### src/rtl/bcd_stopwatch.sv
// bcd_stopwatch: SS.CC stopwatch in BCD (00.00 .. SEC_TENS_MAX9.99), advanced
// by the rising edge of a 100 Hz square wave used as an enable on clk.
//
// Optional feature macro: STOPWATCH_LAP_EN (adds the LAP state; the display
// freezes while the internal count keeps running).
//
// Ports:
//   clk, rst_n   system clock, asynchronous active-low reset
//   clk_100      100 Hz square wave, a clk-domain register output
//   start_stop   single-cycle pulse: toggle run/pause
//   clear        single-cycle pulse: zero the count when not running
//   lap          single-cycle pulse: enter/leave lap hold (feature only)
//   digit3..0    displayed digits, SS.CC, BCD
//   running      high in RUN or LAP
//   wrap         one-cycle pulse, aligned with the display showing 00.00
//   lap_hold     high while the display is frozen
module bcd_stopwatch #(
    parameter int SEC_TENS_MAX = 5
) (
    input  logic       clk,
    input  logic       rst_n,
    input  logic       clk_100,
    input  logic       start_stop,
    input  logic       clear,
    input  logic       lap,
    output logic [3:0] digit3,
    output logic [3:0] digit2,
    output logic [3:0] digit1,
    output logic [3:0] digit0,
    output logic       running,
    output logic       wrap,
    output logic       lap_hold
);

    localparam logic [3:0] D3_MAX = 4'(SEC_TENS_MAX);

    typedef enum logic [1:0] {IDLE, RUN, PAUSE, LAP} state_t;

    state_t           state_q, state_d;
    logic             clk_100_q, clk_100_d;
    logic [3:0][3:0]  cnt_q, cnt_d;    // live count, [0] = centiseconds ones
    logic [3:0][3:0]  disp_q, disp_d;  // displayed digits, one cycle behind cnt
    logic             roll_q, roll_d;  // count rolled over on the last edge
    logic             wrap_q, wrap_d;
    logic             running_q, running_d;
    logic             lap_hold_q, lap_hold_d;

    logic             tick;
    logic             counting;
    logic             carry;
    logic [3:0][3:0]  inc;

    always_comb begin
        clk_100_d = clk_100;
        tick      = clk_100 & ~clk_100_q;
        counting  = (state_q == RUN) || (state_q == LAP);

        // BCD ripple increment; digit3 wraps at D3_MAX instead of 9
        inc   = cnt_q;
        carry = 1'b1;
        for (int i = 0; i < 3; i++) begin
            if (carry) begin
                if (cnt_q[i] == 4'd9) begin
                    inc[i] = 4'd0;
                end else begin
                    inc[i] = cnt_q[i] + 4'd1;
                    carry  = 1'b0;
                end
            end
        end
        roll_d = 1'b0;
        if (carry) begin
            if (cnt_q[3] == D3_MAX) inc[3] = 4'd0;
            else                    inc[3] = cnt_q[3] + 4'd1;
        end

        state_d = state_q;
        cnt_d   = cnt_q;
        if (tick && counting) begin
            cnt_d  = inc;
            roll_d = carry && (cnt_q[3] == D3_MAX);
        end

        // start_stop in IDLE/PAUSE sees counting=0, so a coincident tick is dropped
        case (state_q)
            IDLE: begin
                if (start_stop)  state_d = RUN;
                else if (clear)  cnt_d   = '0;
            end
            RUN: begin
                if (start_stop)  state_d = PAUSE;
`ifdef STOPWATCH_LAP_EN
                else if (lap)    state_d = LAP;
`endif
            end
            PAUSE: begin
                if (clear) begin
                    state_d = IDLE;
                    cnt_d   = '0;
                end else if (start_stop) begin
                    state_d = RUN;
                end
            end
`ifdef STOPWATCH_LAP_EN
            LAP: begin
                if (start_stop)  state_d = PAUSE;
                else if (lap)    state_d = RUN;
            end
`endif
            default: state_d = IDLE;
        endcase

`ifdef STOPWATCH_LAP_EN
        // On the entry edge state_q is still RUN, so the live count is captured
        disp_d     = (state_q == LAP) ? disp_q : cnt_q;
        lap_hold_d = (state_d == LAP);
`else
        disp_d     = cnt_q;
        lap_hold_d = 1'b0;
`endif
        running_d = (state_d == RUN) || (state_d == LAP);
        wrap_d    = roll_q;
    end

    always_ff @(posedge clk or negedge rst_n) begin
        if (!rst_n) begin
            state_q    <= IDLE;
            clk_100_q  <= 1'b0;
            cnt_q      <= '0;
            disp_q     <= '0;
            roll_q     <= 1'b0;
            wrap_q     <= 1'b0;
            running_q  <= 1'b0;
            lap_hold_q <= 1'b0;
        end else begin
            state_q    <= state_d;
            clk_100_q  <= clk_100_d;
            cnt_q      <= cnt_d;
            disp_q     <= disp_d;
            roll_q     <= roll_d;
            wrap_q     <= wrap_d;
            running_q  <= running_d;
            lap_hold_q <= lap_hold_d;
        end
    end

`ifndef STOPWATCH_LAP_EN
    logic unused_lap;
    assign unused_lap = lap ^ lap_hold_q;
`endif

    assign digit3   = disp_q[3];
    assign digit2   = disp_q[2];
    assign digit1   = disp_q[1];
    assign digit0   = disp_q[0];
    assign running  = running_q;
    assign wrap     = wrap_q;
`ifdef STOPWATCH_LAP_EN
    assign lap_hold = lap_hold_q;
`else
    assign lap_hold = 1'b0;
`endif

endmodule
### config.mk
export PLATFORM = sky130hd
export DESIGN_NAME = bcd_stopwatch
export DESIGN_NICKNAME = d
export VERILOG_FILES = /design/src/rtl/bcd_stopwatch.sv
export SDC_FILE = /design/constraint.sdc
export NUM_CORES = 1
export LEC_CHECK = 0
export BUFFER_PORTS_ARGS = -buffer_cell sky130_fd_sc_hd__buf_4
export CORE_MARGIN = 3
export CORE_UTILIZATION = 47
export CTS_CLUSTER_DIAMETER = 150
export DETAILED_ROUTE_END_ITERATION = 16
export GPL_ROUTABILITY_DRIVEN = 0
export PLACE_DENSITY = 0.75
export SYNTH_ARGS = -nofsm -noshare
export SYNTH_HDL_FRONTEND = slang
export SYNTH_SLANG_ARGS = --single-unit
### constraint.sdc
create_clock -name clk -period 5.06 [get_ports clk]
set_input_delay 0.253 -clock clk [delete_from_list [all_inputs] [get_ports clk]]
set_output_delay 0.253 -clock clk [all_outputs]
set_load 0.02 [all_outputs]
Word-level counts from Yosys, hierarchy flattened
Index checks and enable logic that the tools add are counted.

Bits of input ports: 6. Register bits: 38. Memories: 0. Bits in latches: 0. Output and inout port bits: 19. Bits in read-only memories: 0. Word-level logic and storage cells: 54. Memory bits (writable): 0.

Shifts and indexed selects: 0. Bitwise operators: 2. $lt $le $gt $ge: 0. Reduce and logical (&&, ||, !) cells: 5. Mux-type cells: 21. Eq/ne operators: 9. Multiply operators: 0. Div/mod/pow operators: 0. $add $sub $neg: 4.

Operators with widths (count): $mux 16 (3); $pmux 16 s2 (1); $mux 4 (7); $add 4x1->4 const B (4); $eq 4x4->1 const B (3); $eq 2x2->1 const B (3); $mux 1 (6); $mux 2 (3); $pmux 2 s3 (1); $eq 2x1->1 const B (2); $eq 4x3->1 const B (1); $logic_and 1x1->1 (2); $logic_not 2->1 (1); $logic_or 1x1->1 (2); $and 1x1->1 (1); $not 1->1 (1).

Depth between registers and ports, before layout
Gate-level depths: netlist of run 1.

Word-level depth: 9. Mapped depth: 7. Mapped depth without buffers: 6.

Worst setup path after synthesis of run 1
No wires, ideal clock.

Path kind: reg-to-reg. Start point: register, netlist name running. End point: register cnt_q[15] (netlist name). Data arrival time: 1973 ps. Cell stages (with the launch flop): 7. Data required time: 4982 ps. Library setup time: 78 ps. Setup slack: 3009 ps. Period minus slack after synthesis: 2051 ps. Buffers on the path: 2. Cell sequence: dfrtp_1 buf_4 nand3b_4 or4_1 clkbuf_2 or4_1 a21oi_1.

RTL lines: to (signal assigned) (line 138) `cnt_q <= cnt_d;`; to (decl) (line 41) `logic [3:0][3:0] cnt_q, cnt_d;`.

==> results of run 1 <==
## worst max-delay path by stage
| stage | cells after the start | end | start |
|---|---|---|---|
| 2_1_floorplan | 6 | cnt_q[15]$_DFF_PN0_ | running$_DFF_PN0_ |
| 3_3_place_gp | 6 | cnt_q[15]$_DFF_PN0_ | cnt_q[1]$_DFF_PN0_ |
| 3_5_place_dp | 6 | cnt_q[15]$_DFF_PN0_ | cnt_q[1]$_DFF_PN0_ |
| 4_1_cts | 6 | cnt_q[15]$_DFF_PN0_ | cnt_q[1]$_DFF_PN0_ |
| 5_1_grt | 6 | cnt_q[15]$_DFF_PN0_ | cnt_q[1]$_DFF_PN0_ |
| 6_report | 6 | cnt_q[15]$_DFF_PN0_ | cnt_q[1]$_DFF_PN0_ |
## sequential cells by signal (all words and copies together) (netlist names)
register	flops
cnt_q	16
digit0	4
digit1	4
digit2	4
digit3	4
clk_100_q	1
roll_q	1
running	1
state_q	1
wrap	1
## cells by family after synthesis
family | share of synthesized area
xor gates and xnor gates | 0.03977
AOI/OAI and AO/OA | 0.06738
buffers and inverters | 0.02515
and+or+nand+nor | 0.1997
DFF | 0.6007
other | 0.002433
adders and majority gates | 0.06494
## power breakdown
part / internal (mW) / switching, mW
registers: 0.319 / 0.0258
logic: 0.0458 / 0.0600
clock network: 0.153 / 0.0990
## routing by layer
layer	global-route usage	share of wire	wire [microns]	vias up
li1	-	-	-	506
met1	0.1800	0.44	1148	512
met2	0.2556	0.49	1266	24
met3	0.04456	0.048	125	5
met4	0.07278	0.017	44	0
met5	0	0	0	-
## cells in the final DEF, fill, tap and decap left out, types with 2 or more instances in the layout
master	instances
sky130_fd_sc_hd__xnor2_1	4
sky130_fd_sc_hd__or4_1	2
sky130_fd_sc_hd__and3b_1	3
sky130_fd_sc_hd__and2_1	2
sky130_fd_sc_hd__a21oi_1	10
sky130_fd_sc_hd__inv_1	4
sky130_fd_sc_hd__nand3b_1	2
sky130_fd_sc_hd__nor3_1	2
sky130_fd_sc_hd__buf_4	23
sky130_fd_sc_hd__nor2_1	16
sky130_fd_sc_hd__ha_1	8
sky130_fd_sc_hd__bufinv_16	2
sky130_fd_sc_hd__nor2b_1	2
sky130_fd_sc_hd__nand3_1	3
sky130_fd_sc_hd__or3_1	3
sky130_fd_sc_hd__o21ai_0	4
sky130_fd_sc_hd__xor2_1	3
sky130_fd_sc_hd__dfrtp_1	37
sky130_fd_sc_hd__clkbuf_4	5
sky130_fd_sc_hd__nor4_1	3
sky130_fd_sc_hd__nand2_1	8
sky130_fd_sc_hd__nand4_1	2
sky130_fd_sc_hd__nand3b_4	2
## worst max-delay path: stages, from the launching register on
cell and delay, ns:
sky130_fd_sc_hd__dfrtp_1 0.44, sky130_fd_sc_hd__inv_1 0.07, sky130_fd_sc_hd__ha_1 0.20, sky130_fd_sc_hd__nand3b_4 0.14, sky130_fd_sc_hd__or4_1 0.63, sky130_fd_sc_hd__or4_1 0.50, sky130_fd_sc_hd__a21oi_1 0.15
## synth_stat cells (all sizes together)
| master | instances | area [sq um] |
|---|---|---|
| dfrtp | 37 | 925.9 |
| nor2 | 16 | 60.06 |
| a21oi | 10 | 50.05 |
| ha | 8 | 100.1 |
| nand2 | 8 | 30.03 |
| inv | 4 | 15.01 |
| nand3b | 4 | 55.05 |
| o21ai | 4 | 20.02 |
| xnor2 | 4 | 35.03 |
| and3b | 3 | 26.28 |
| nand3 | 3 | 15.01 |
| nor4 | 3 | 18.77 |
| or3 | 3 | 18.77 |
| xor2 | 3 | 26.28 |
| and2 | 2 | 12.51 |
| buf | 2 | 15.01 |
| clkbuf | 2 | 8.750 |
| nand4 | 2 | 12.51 |
| nor2b | 2 | 12.51 |
| nor3 | 2 | 10.01 |
| or4 | 2 | 15.01 |
| a211oi | 1 | 7.510 |
| a22o | 1 | 8.760 |
| conb | 1 | 3.750 |
| nor3b | 1 | 7.510 |
| o211a | 1 | 10.01 |
| o31ai | 1 | 7.510 |
| or2 | 1 | 6.260 |
| or2b | 1 | 7.510 |
## cell type report
type                    count  area, sq um  share of cell area
flip-flops and latches     37        925.9              0.4983
multi-input cells          87        576.8              0.3104
repair buffers             24        182.7             0.09832
clock inverters             3        65.06             0.03502
well taps                  44        55.05             0.02963
clock buffers               5        37.54             0.02020
inverters                   4        15.01            0.008081
## stage by stage
step | worst slack [ns] | power (mW) | util | hold WS [ns]
2_1_floorplan | 3.009 | 0.4190 | - | -0.04259
3_3_place_gp | 2.904 | 0.4533 | 0.5625 | 0.2256
3_5_place_dp | 2.894 | 0.4560 | 0.5625 | 0.2387
4_1_cts | 2.848 | 0.7087 | 0.5988 | 0.02805
5_1_grt | 2.727 | 0.7362 | 0.5988 | 0.01934
6_report | 2.870 | 0.7025 | 0.5988 | 0.04035
==> results.cfg, run 1 <==
[sta]
report.final.hold_viol_count = 0
finalClockSkew_ns = 0.004962
achievable_frequency_mhz = 456.6
drv_slew = 0
final_period_minus_worst_setup_slack_ns = 2.190
final-setup-viol-count = 0
grt_setup_unrepaired = no
post-route-period-util = 0.4329
fin_tns_setup_ns = 0

[run_status]
run_status = complete, no violations

[cts]
clock_sinks = 37
number_of_buffers_inserted_by_post_cts_setup_repair = 0
clkTransAtPathRegs_ns = 0.11
cts_root_buffer = sky130_fd_sc_hd__clkbuf_4
cts_inserted_buffers = 5
clock_tree.htree_level_count = 2
ctsLongestPathBuffers = 2
tritoncts = yes
clkLatencyLatePin_ns = 0.35
cts.repair.resized = 0
post_cts_hold_buffer_count = 1

[route]
detail_route.iter0.violations = 43
remaining_drc_errors = 0
firstDrtPassIters = 4
finalWirelength_microns = 2584
route.vias.total = 1047
drt.antenna.violating_nets = 0
avgViaCountPerCell = 5.132
route.detailed.wl_per_inst_microns = 12.67

[critical_path]
reg2reg_slack_ns = 2.87
worst_r2r_startpoint = cnt_q[1]$_DFF_PN0_
arrival_ns = 2.47
worstRegToRegCells = 6
startpoint_type = register
timing.critical_path.fanout_max = 8
timing.critical_path.required_ns = 5.34
critPathCaptureType = register
worst_r2r_endpoint = cnt_q[15]$_DFF_PN0_
critPathKind = reg -> reg

[logic_synthesis]
post_synth_instance_area_sq_um = 1541
synth_seq_cells = 37
syn_inst = 132
syn_avg_cell_area_sq_um = 11.68
synthesis.nets = 146
yosys.cell_types.count = 31
seq_area_frac_synth = 0.6006
ys.warnings.count = 0

[cells_and_area]
area.growth.synth_to_final_pct = 20.54
design_area_sq_um = 1858
layout-drive-gt1-share = 0.2125
final_nets = 173
fillerInstances = 277
final_cell_count_no_fill = 204
antenna_cells = 0

[die]
chipWidth_microns = 63.27
num_rows = 20
floorplan.initialDensity = 0.4968
floorplan.core_area_sq_um = 3103
chipHeight_microns = 63.27
die-area_sq_um = 4003
number_of_ports_placed_on_the_die_boundary = 25

[power_and_ir_drop]
power.leakage_nw = 0.9672
power-per-cell-area_nw_per_um2 = 378.1
power.ir.vdd_worst_mv = 0.2042

[flow_run]
number_of_max_capacitance_violations_reported = 0

[placement]
dp_hpwl_microns = 1779
dpl_cell_area_sq_um = 1745
buffer_ports.inserted = 22
place_inst = 195

[hold_path]
min_delay_path_depth = 1
hold_end = clk_100_q$_DFF_PN0_
min-delay-path-class = in -> reg
hold_path.startpoint = clk_100

[global_routing]
grt_overflow = 0
grt_pass1_vias = 1085
initial_antenna_violation_count = 0
globalRouteTotalUtil = 0.1527
grt_pass1_wl_microns = 4740
grt_start_max_net_pins = 38
(Power assumes the default switching activity.)
==> run 2: changes to the inputs <==
clock period = 2.1 ns   (was 5.06 ns; I/O delays follow)
==> run 2 against run 1 <==
Effect of this change:
- via count barely moved
- wire length rose by 4.6%
- largest power group unchanged
- critical path type unchanged
- flip-flop and latch count did not move
- maximum frequency rose by 11%
- die area did not move
- largest cell class unchanged
- hold slack got worse by 0.019 ns
==> results.cfg, run 2 (synthesized netlist as in run 1, its figures left out) <==
[run_status]
run_status = complete, no violations

[sta]
drv_slew = 0
finalClockSkew_ns = 0.006122
post-route-period-util = 0.9424
achievable_frequency_mhz = 505.3
report.final.hold_viol_count = 0
final-setup-viol-count = 0
fin_tns_setup_ns = 0
grt_setup_unrepaired = no
final_period_minus_worst_setup_slack_ns = 1.979
hold_ws_ns = 0.02112

[critical_path]
worst_r2r_endpoint = cnt_q[15]$_DFF_PN0_
worst_r2r_startpoint = cnt_q[9]$_DFF_PN0_
worstRegToRegCells = 6
timing.critical_path.fanout_max = 5
arrival_ns = 2.23
reg2reg_slack_ns = 0.12
timing.critical_path.slowest_cell_delay_ns = 0.51
critical_path.n_buffers_inverters = 1
series_of_cell_instances_along_the_critical_path = inv_1, ha_1, nand3b_1, or4_4, or4_1, a21oi_1
startpoint_type = register
critical-path-slowest-cell = sky130_fd_sc_hd__or4_4
critPathCaptureType = register
critPathKind = reg -> reg
timing.critical_path.required_ns = 2.36
worst_path_dominant_cell_family = simple AND/OR/NAND/NOR gates

[route]
remaining_drc_errors = 0
finalWirelength_microns = 2704
avgViaCountPerCell = 4.943
drt.antenna.violating_nets = 0
detail_route.iter0.violations = 18
firstDrtPassIters = 4
route.detailed.wl_per_inst_microns = 12.75
route.vias.total = 1048

[cells_and_area]
top_register = cnt_q
area.growth.synth_to_final_pct = 24.92
layout_commonest_cell = sky130_fd_sc_hd__dfrtp_1
flip_flop_count_of_the_largest_register_after_layout = 16
antenna_cells = 0
final_nets = 181
mostFrequentLayoutCells = sky130_fd_sc_hd__dfrtp_1, sky130_fd_sc_hd__buf_4, sky130_fd_sc_hd__nor2_1
layout-drive-gt1-share = 0.2560
design_area_sq_um = 1926

[global_routing]
globalRouteTotalUtil = 0.1549
grt_pass1_wl_microns = 4802
grt_start_max_net_pins = 38
grt_overflow = 0
initial_antenna_violation_count = 0
grt_pass1_vias = 1073

[cts]
clock_sinks = 37
clock_tree.htree_level_count = 2
clkLatencyLatePin_ns = 0.33
cts_root_buffer = sky130_fd_sc_hd__clkbuf_4
tritoncts = yes
clkTransAtPathRegs_ns = 0.11
number_of_buffers_inserted_by_post_cts_setup_repair = 0
cts_inserted_buffers = 5
ctsLongestPathBuffers = 2

[die]
chipHeight_microns = 63.27
floorplan.core_area_sq_um = 3103
die-area_sq_um = 4003
chipWidth_microns = 63.27
floorplan.initialDensity = 0.4968
num_rows = 20
number_of_ports_placed_on_the_die_boundary = 25

[placement]
dp_hpwl_microns = 1869
dpl_cell_area_sq_um = 1798
buffer_ports.inserted = 22

[hold_path]
min_delay_path_depth = 3
hold_path.startpoint = start_stop
hold_end = running$_DFF_PN0_
min-delay-path-class = in -> reg

[power_and_ir_drop]
power-per-cell-area_nw_per_um2 = 897.7
power.ir.vdd_worst_mv = 0.6212
power.leakage_nw = 1.005

[flow_run]
number_of_max_capacitance_violations_reported = 0
## run 2: power by group
part	switching, mW	internal [mW]
clock network	0.227	0.369
logic	0.185	0.145
registers	0.0344	0.769
total	0.446	1.28
## run 2: what timing repair did
action / in CTS / in global routing
setup endpoints to repair: 0 / 3
hold endpoints to repair: 38 / 0
hold buffers: 2 / 0
resized for setup: 0 / 2
## run 2: stage by stage
step / total power [mW] / worst slack, ns / instances / utilization
floorplan: 1.010 / 0.04920 / 132 / -
finish: 1.729 / 0.1209 / 212 / 0.6206
global route: 1.810 / 0.005897 / 212 / 0.6206
CTS: 1.747 / 0.06618 / 212 / 0.6190
detailed placement: 1.147 / 0.09185 / 202 / 0.5794
global placement: 1.131 / 0.1202 / 202 / 0.5794
## run 2: layout make-up
cell class / count / area (sq um)
Multi-Input combinational cell: 87 / 580.6
Fill cell: 253 / 1177
Inverter: 4 / 15.01
Sequential cell: 37 / 927.1
Timing Repair Buffer: 32 / 245.2
Clock buffer: 5 / 37.54
Tap cell: 44 / 55.05
Clock inverter: 3 / 65.06
## run 2: worst max path at each step
stage                       startpoint                  end  slack (ns)  cells after the start
CTS                 cnt_q[9]$_DFF_PN0_  cnt_q[15]$_DFF_PN0_        0.07                      6
detailed placement  cnt_q[1]$_DFF_PN0_  cnt_q[15]$_DFF_PN0_        0.09                      6
finish              cnt_q[9]$_DFF_PN0_  cnt_q[15]$_DFF_PN0_        0.12                      6
global route        cnt_q[5]$_DFF_PN0_  cnt_q[13]$_DFF_PN0_       0.006                      7
floorplan            running$_DFF_PN0_  cnt_q[15]$_DFF_PN0_        0.05                      6
global placement    cnt_q[1]$_DFF_PN0_  cnt_q[12]$_DFF_PN0_        0.12                      7
## run 2: worst register-to-register path: cells and delay by family, from the launching register on
family / cells / cell delay, ns
flops: 1 / 0.46
fa+ha+maj: 1 / 0.13
compound gates: 1 / 0.17
buf+inv: 1 / 0.07
simple gates: 3 / 1.09
## run 2: routing by layer
layer,up-vias,share of wire,track usage
met5,-,0,0
met1,506,0.44,0.1833
met4,0,0.010,0.04852
li1,519,-,-
met2,21,0.50,0.2635
met3,2,0.045,0.05526
